===== config.mk =====
export PLATFORM = sky130hd
export DESIGN_NAME = softmax_max_scan
export DESIGN_NICKNAME = d
export VERILOG_FILES = /design/src/rtl/softmax_max_scan_pkg.sv /design/src/rtl/softmax_cmp_gt.sv /design/src/rtl/softmax_max_scan.sv
export SDC_FILE = /design/constraint.sdc
export NUM_CORES = 1
export LEC_CHECK = 0
export BUFFER_PORTS_ARGS = -buffer_cell sky130_fd_sc_hd__buf_2
export CAP_MARGIN = 10
export CORE_UTILIZATION = 50
export DETAILED_ROUTE_END_ITERATION = 6
export PLACE_DENSITY = 0.72
export SYNTH_ARGS = -nofsm -noshare
export SYNTH_HDL_FRONTEND = slang
export SYNTH_SLANG_ARGS = --single-unit
export TNS_END_PERCENT = 100

===== constraint.sdc =====
create_clock -name clk -period 5 [get_ports clk]
set_input_delay 0.75 -clock clk [delete_from_list [all_inputs] [get_ports clk]]
set_output_delay 0.75 -clock clk [all_outputs]
set_load 0.1 [all_outputs]

===== src/rtl/softmax_max_scan_pkg.sv =====
// Shared softmax definitions: scan sequencer states and sizing constants.
package softmax_max_scan_pkg;

    typedef enum logic [1:0] {
        IDLE = 2'd0,
        SCAN = 2'd1,
        DONE = 2'd2
    } state_t;

    localparam int SEL_W              = 7;
    localparam int MAX_ELEM           = 100;
    localparam int DEFAULT_DATA_WIDTH = 16;

endpackage


===== src/rtl/softmax_cmp_gt.sv =====
// Combinational strict greater-than, signed or unsigned by parameter.
module softmax_cmp_gt #(
    parameter int DATA_WIDTH = 16,
    parameter int SIGNED_CMP = 1
) (
    input  logic [DATA_WIDTH-1:0] a,
    input  logic [DATA_WIDTH-1:0] b,
    output logic                  gt
);

    always_comb begin
        gt = 1'b0;
        if (SIGNED_CMP != 0) begin
            gt = ($signed(a) > $signed(b));
        end else begin
            gt = (a > b);
        end
    end

endmodule


===== src/rtl/softmax_max_scan.sv =====
// Drives the element mux select 1..NUM_ELEM and tracks the running maximum
// and its 1-based index; publishes the result with a one-cycle done pulse.
module softmax_max_scan
    import softmax_max_scan_pkg::*;
#(
    parameter int DATA_WIDTH = DEFAULT_DATA_WIDTH,
    parameter int NUM_ELEM   = 100,
    parameter int SIGNED_CMP = 1
) (
    input  logic                  clk,
    input  logic                  rst,
    input  logic                  start_i,
    input  logic [DATA_WIDTH-1:0] mux_data_i,
    output logic [SEL_W-1:0]      sel_o,
    output logic                  busy_o,
    output logic                  done_o,
    output logic [DATA_WIDTH-1:0] max_o,
    output logic [SEL_W-1:0]      max_idx_o
);

    if (NUM_ELEM < 1 || NUM_ELEM > MAX_ELEM) begin : g_bad_num_elem
        $error("softmax_max_scan: NUM_ELEM out of range 1..%0d", MAX_ELEM);
    end

    localparam logic [SEL_W-1:0] LAST_SEL  = SEL_W'(NUM_ELEM);
    localparam logic [SEL_W-1:0] FIRST_SEL = SEL_W'(1);

    state_t                state;
    logic [DATA_WIDTH-1:0] run_max;
    logic [SEL_W-1:0]      run_idx;
    logic                  data_gt;
    logic                  take;

    softmax_cmp_gt #(
        .DATA_WIDTH (DATA_WIDTH),
        .SIGNED_CMP (SIGNED_CMP)
    ) u_cmp (
        .a  (mux_data_i),
        .b  (run_max),
        .gt (data_gt)
    );

    // First element always seeds the running max; later ones need strict
    // greater-than so ties keep the lowest index.
    always_comb begin
        take = 1'b0;
        if (sel_o == FIRST_SEL || data_gt) begin
            take = 1'b1;
        end
    end

    always_ff @(posedge clk or posedge rst) begin
        if (rst) begin
            state     <= IDLE;
            sel_o     <= '0;
            busy_o    <= 1'b0;
            done_o    <= 1'b0;
            max_o     <= '0;
            max_idx_o <= '0;
            run_max   <= '0;
            run_idx   <= '0;
        end else begin
            case (state)
                IDLE: begin
                    done_o <= 1'b0;
                    if (start_i) begin
                        state  <= SCAN;
                        sel_o  <= FIRST_SEL;
                        busy_o <= 1'b1;
                    end
                end

                SCAN: begin
                    done_o <= 1'b0;
                    if (take) begin
                        run_max <= mux_data_i;
                        run_idx <= sel_o;
                    end
                    if (sel_o == LAST_SEL) begin
                        // Publish directly from this cycle's compare so the
                        // last element is included without an extra cycle.
                        state     <= DONE;
                        sel_o     <= '0;
                        busy_o    <= 1'b0;
                        done_o    <= 1'b1;
                        max_o     <= take ? mux_data_i : run_max;
                        max_idx_o <= take ? sel_o : run_idx;
                    end else begin
                        sel_o <= sel_o + FIRST_SEL;
                    end
                end

                DONE: begin
                    done_o <= 1'b0;
                    if (start_i) begin
                        state  <= SCAN;
                        sel_o  <= FIRST_SEL;
                        busy_o <= 1'b1;
                    end else begin
                        state <= IDLE;
                    end
                end

                default: begin
                    state  <= IDLE;
                    sel_o  <= '0;
                    busy_o <= 1'b0;
                    done_o <= 1'b0;
                end
            endcase
        end
    end

endmodule


==> flow_summary.toml <==
[status]
outcome = "finished, final reports clean"

[critical_path]
critPathTopFamily = "simple AND/OR/NAND/NOR gates"
cp_max_fo = 23
path_class = "in2reg"
critical-path-max-stage-delay_ns = 0.76
crit_buf_inv = 1
worst_ep_required_time_ns = 5.23
crit_chain = "buf_2 > ha_1 > nand4_2 > or4_1 > a21o_1 > and3_1 > o22ai_4 > mux2_2"
crit_slowest_cell = "o22ai_4"
start_kind = "input pin"
end_kind = "flip-flop"
crit_arrival_ns = 3.53

[power]
power_switching_share_pct = 51.5
peakVddDrop_mv = 0.461
p_seq_share_pct = 27.2
power.internal_uw = 1370
powerDensity_nw_per_um2 = 763
p_switching_uw = 1460
pwr-share-clk_pct = 14.0
leakage_uw = 0.00177
power_frac_comb_pct = 58.8

[floorplanning]
core_area_um2 = 6310
die_height_um = 82.8
dieWidth_um = 82.8
num_rows = 29
start_util_pct = 51.7
die-area_um2 = 6860
ios = 51

[yosys]
yosys_warnings = 0
ys_ff_latch = 57
synth_nets = 382
synth_cell_types = 42
async_flop_share_pct = 100
synth.mux.area_fraction_pct = 7.47
ys.flop_type = "dfrtp_1"
ys_seq_area_share_pct = 43.7
syn-cell-area_um2 = 3270
synthAdderAreaFrac_pct = 7.28
avgSynthCellArea_um2 = 9.49
synthCells = 344
synth-edff-count = 0
synth_compound_area_share_pct = 20.4
synth_simple_gate_area_share_pct = 12.2
synth_xor_area_share_pct = 0.536
synth_top_family_by_area = "compound AO/OA/AOI/OAI gates"

[routing]
dr.first_iter.drc_count = 139
wl_per_cell_um = 15.0
ant_nets = 0
routed_wl_um = 7020
dr_total_vias = 2624
dr.pass1.iters = 6
drc = 0
via_per_inst = 5.62

[timing]
grt_setup_unrepaired = "no"
worst_pin_slew_ns = 1.00
tns_ns = 0
finalCritPeriodShare_pct = 66.0
hold_viol_final = 0
setup_violations = 0
timing.fmax_ghz = 0.303
whs_ns = 0.516
max_slew_margin_pct = 33.2
post-route-min-period_ns = 3.30
maxSlewViolCount = 0
fin_skew_ns = 0.00814

[cells_and_area]
fillerInstances = 580
layout.nets = 424
antenna_cells = 0
post-route-util_pct = 58.9
areaGrowthSynthToFinish_pct = 13.8
instances_no_fill = 467
drive_above_1_share_pct = 21.3
stdcell_area_um2 = 3720

[clock_network]
cts_tree = "built"
cts_sinks = 57
path_clk_slew_ns = 0.06
cts_buffer_depth = 2
cts_setup_buffers = 0
cts_root_buffer = "clkbuf_8"
cts_resized = 0
numCtsBuffers = 9
htreeDepth = 3
ctsHoldBuffers = 0
clock_latency_ns = 0.35

[global_route]
grt_overflow_total = 0
grt_pass1_wl_um = 12400
grt_max_degree = 58
track_usage_pct = 22.3
grt_pass1_vias = 2644
antenna_found_initial = 0

[place]
io_buffer_count = 50
placed_area_um2 = 3540
hpwl_um = 4690
place.gp.congestion = 0.852
placed_cells = 452

[hold_path]
hp-class = "reg2reg"

[run]
maxCapViolCount = 0
worst reg2reg max path, cell delays in order (launching register included):
cell     delay [ns]
dfrtp_1        0.35
inv_1          0.06
ha_1           0.34
nand4_2        0.19
or4_1          0.57
a21o_1         0.19
and3_1         0.19
o22ai_4        0.76
mux2_2         0.42
cell usage after synthesis, drive strengths merged, types with 2 or more instances:
master / count / share of area [%]
a21o: 2 / 0.46
a21oi: 9 / 1.4
a22o: 2 / 0.54
a2bb2oi: 2 / 0.54
a31oi: 21 / 4.0
buf: 9 / 2.1
clkbuf: 15 / 1.7
dfrtp: 57 / 44
ha: 19 / 7.3
inv: 40 / 4.6
mux2: 7 / 2.9
mux2i: 15 / 4.6
nand2: 32 / 3.7
nand3: 3 / 0.46
nand4: 7 / 1.5
nor2: 32 / 3.7
nor3: 2 / 0.46
o211ai: 21 / 4.8
o21ai: 8 / 1.2
o22a: 19 / 5.1
o22ai: 6 / 1.6
or3: 2 / 0.38
or4: 2 / 0.46
layer usage:
metal	global-route usage [%]	part of all wire (%)	vias up	routed length, um
li1	-	-	1305	-
met1	29.0	47	1251	3310
met2	36.5	47	58	3300
met3	4.87	4.3	10	301
met4	8.46	1.6	0	109
met5	0	0	-	0
logic make-up after synthesis:
family                     count (synthesis)
AOI/OAI and AO/OA                         93
adders and majority gates                 19
xor gates and xnor gates                   2
buffers and inverters                     64
and+or+nand+nor                           87
muxes                                     22
DFF                                       57
sequential cells by signal, summed over array words and instances (netlist names):
register   cells
sel_o          7
state          2
max_o         16
done_o         1
run_max       16
max_idx_o      7
run_idx        7
busy_o         1
through the flow:
stage	worst slack, ns	power [uW]
floorplan	1.89	2210
global placement	1.43	2410
CTS	1.70	2850
detailed placement	1.32	2450
finish	1.70	2830
global route	1.58	3020
worst paths after layout:
check | cells after the start | endpoint | startpoint | slack [ns]
setup / recovery | 8 | run_max[0] | mux_data_i[15] | 1.70
hold / removal | 1 | run_idx[6] | run_idx[6] | 0.52
setup reg to reg | 8 | run_max[0] | run_max[15] | 1.83
hold reg to reg | 1 | run_idx[6] | run_idx[6] | 0.52
max in group asynchronous | 3 | run_idx[5] | rst | 3.92
min in group asynchronous | 3 | max_o[1] | rst | 0.60
power groups by stage:
stage                     clock, uW  sequential [uW]  combinational (uW)
after floorplan                   0             1260                 947
after global placement            0              771                1640
after detailed placement          0              776                1670
after CTS                       406              770                1680
after global routing            429              792                1800
final                           398              770                1670
area by class of cell:
class | instances | area [um^2] | area share [%]
clock buffers | 12 | 165 | 4.44
inverters | 40 | 150 | 4.04
multi-input cells | 223 | 1580 | 42.4
repair buffers | 55 | 288 | 7.74
well taps | 77 | 96.3 | 2.59
flip-flops and latches | 57 | 1430 | 38.4
clock inverters | 3 | 15.0 | 0.404
cells in the final DEF (no fill, tap or decap), types with 3 or more instances in the layout:
| master | count |
|---|---|
| o21ai_0 | 8 |
| nor2_1 | 31 |
| a21oi_1 | 9 |
| mux2_2 | 3 |
| a31oi_1 | 21 |
| o22a_1 | 19 |
| clkinv_2 | 3 |
| mux2i_1 | 15 |
| buf_4 | 5 |
| ha_1 | 19 |
| o211ai_1 | 21 |
| buf_2 | 50 |
| inv_1 | 39 |
| dfrtp_1 | 57 |
| clkbuf_8 | 12 |
| nand3_1 | 3 |
| mux2_4 | 4 |
| nand4_1 | 6 |
| o22ai_1 | 5 |
| nand2_1 | 32 |
(Power assumes the default switching activity.)
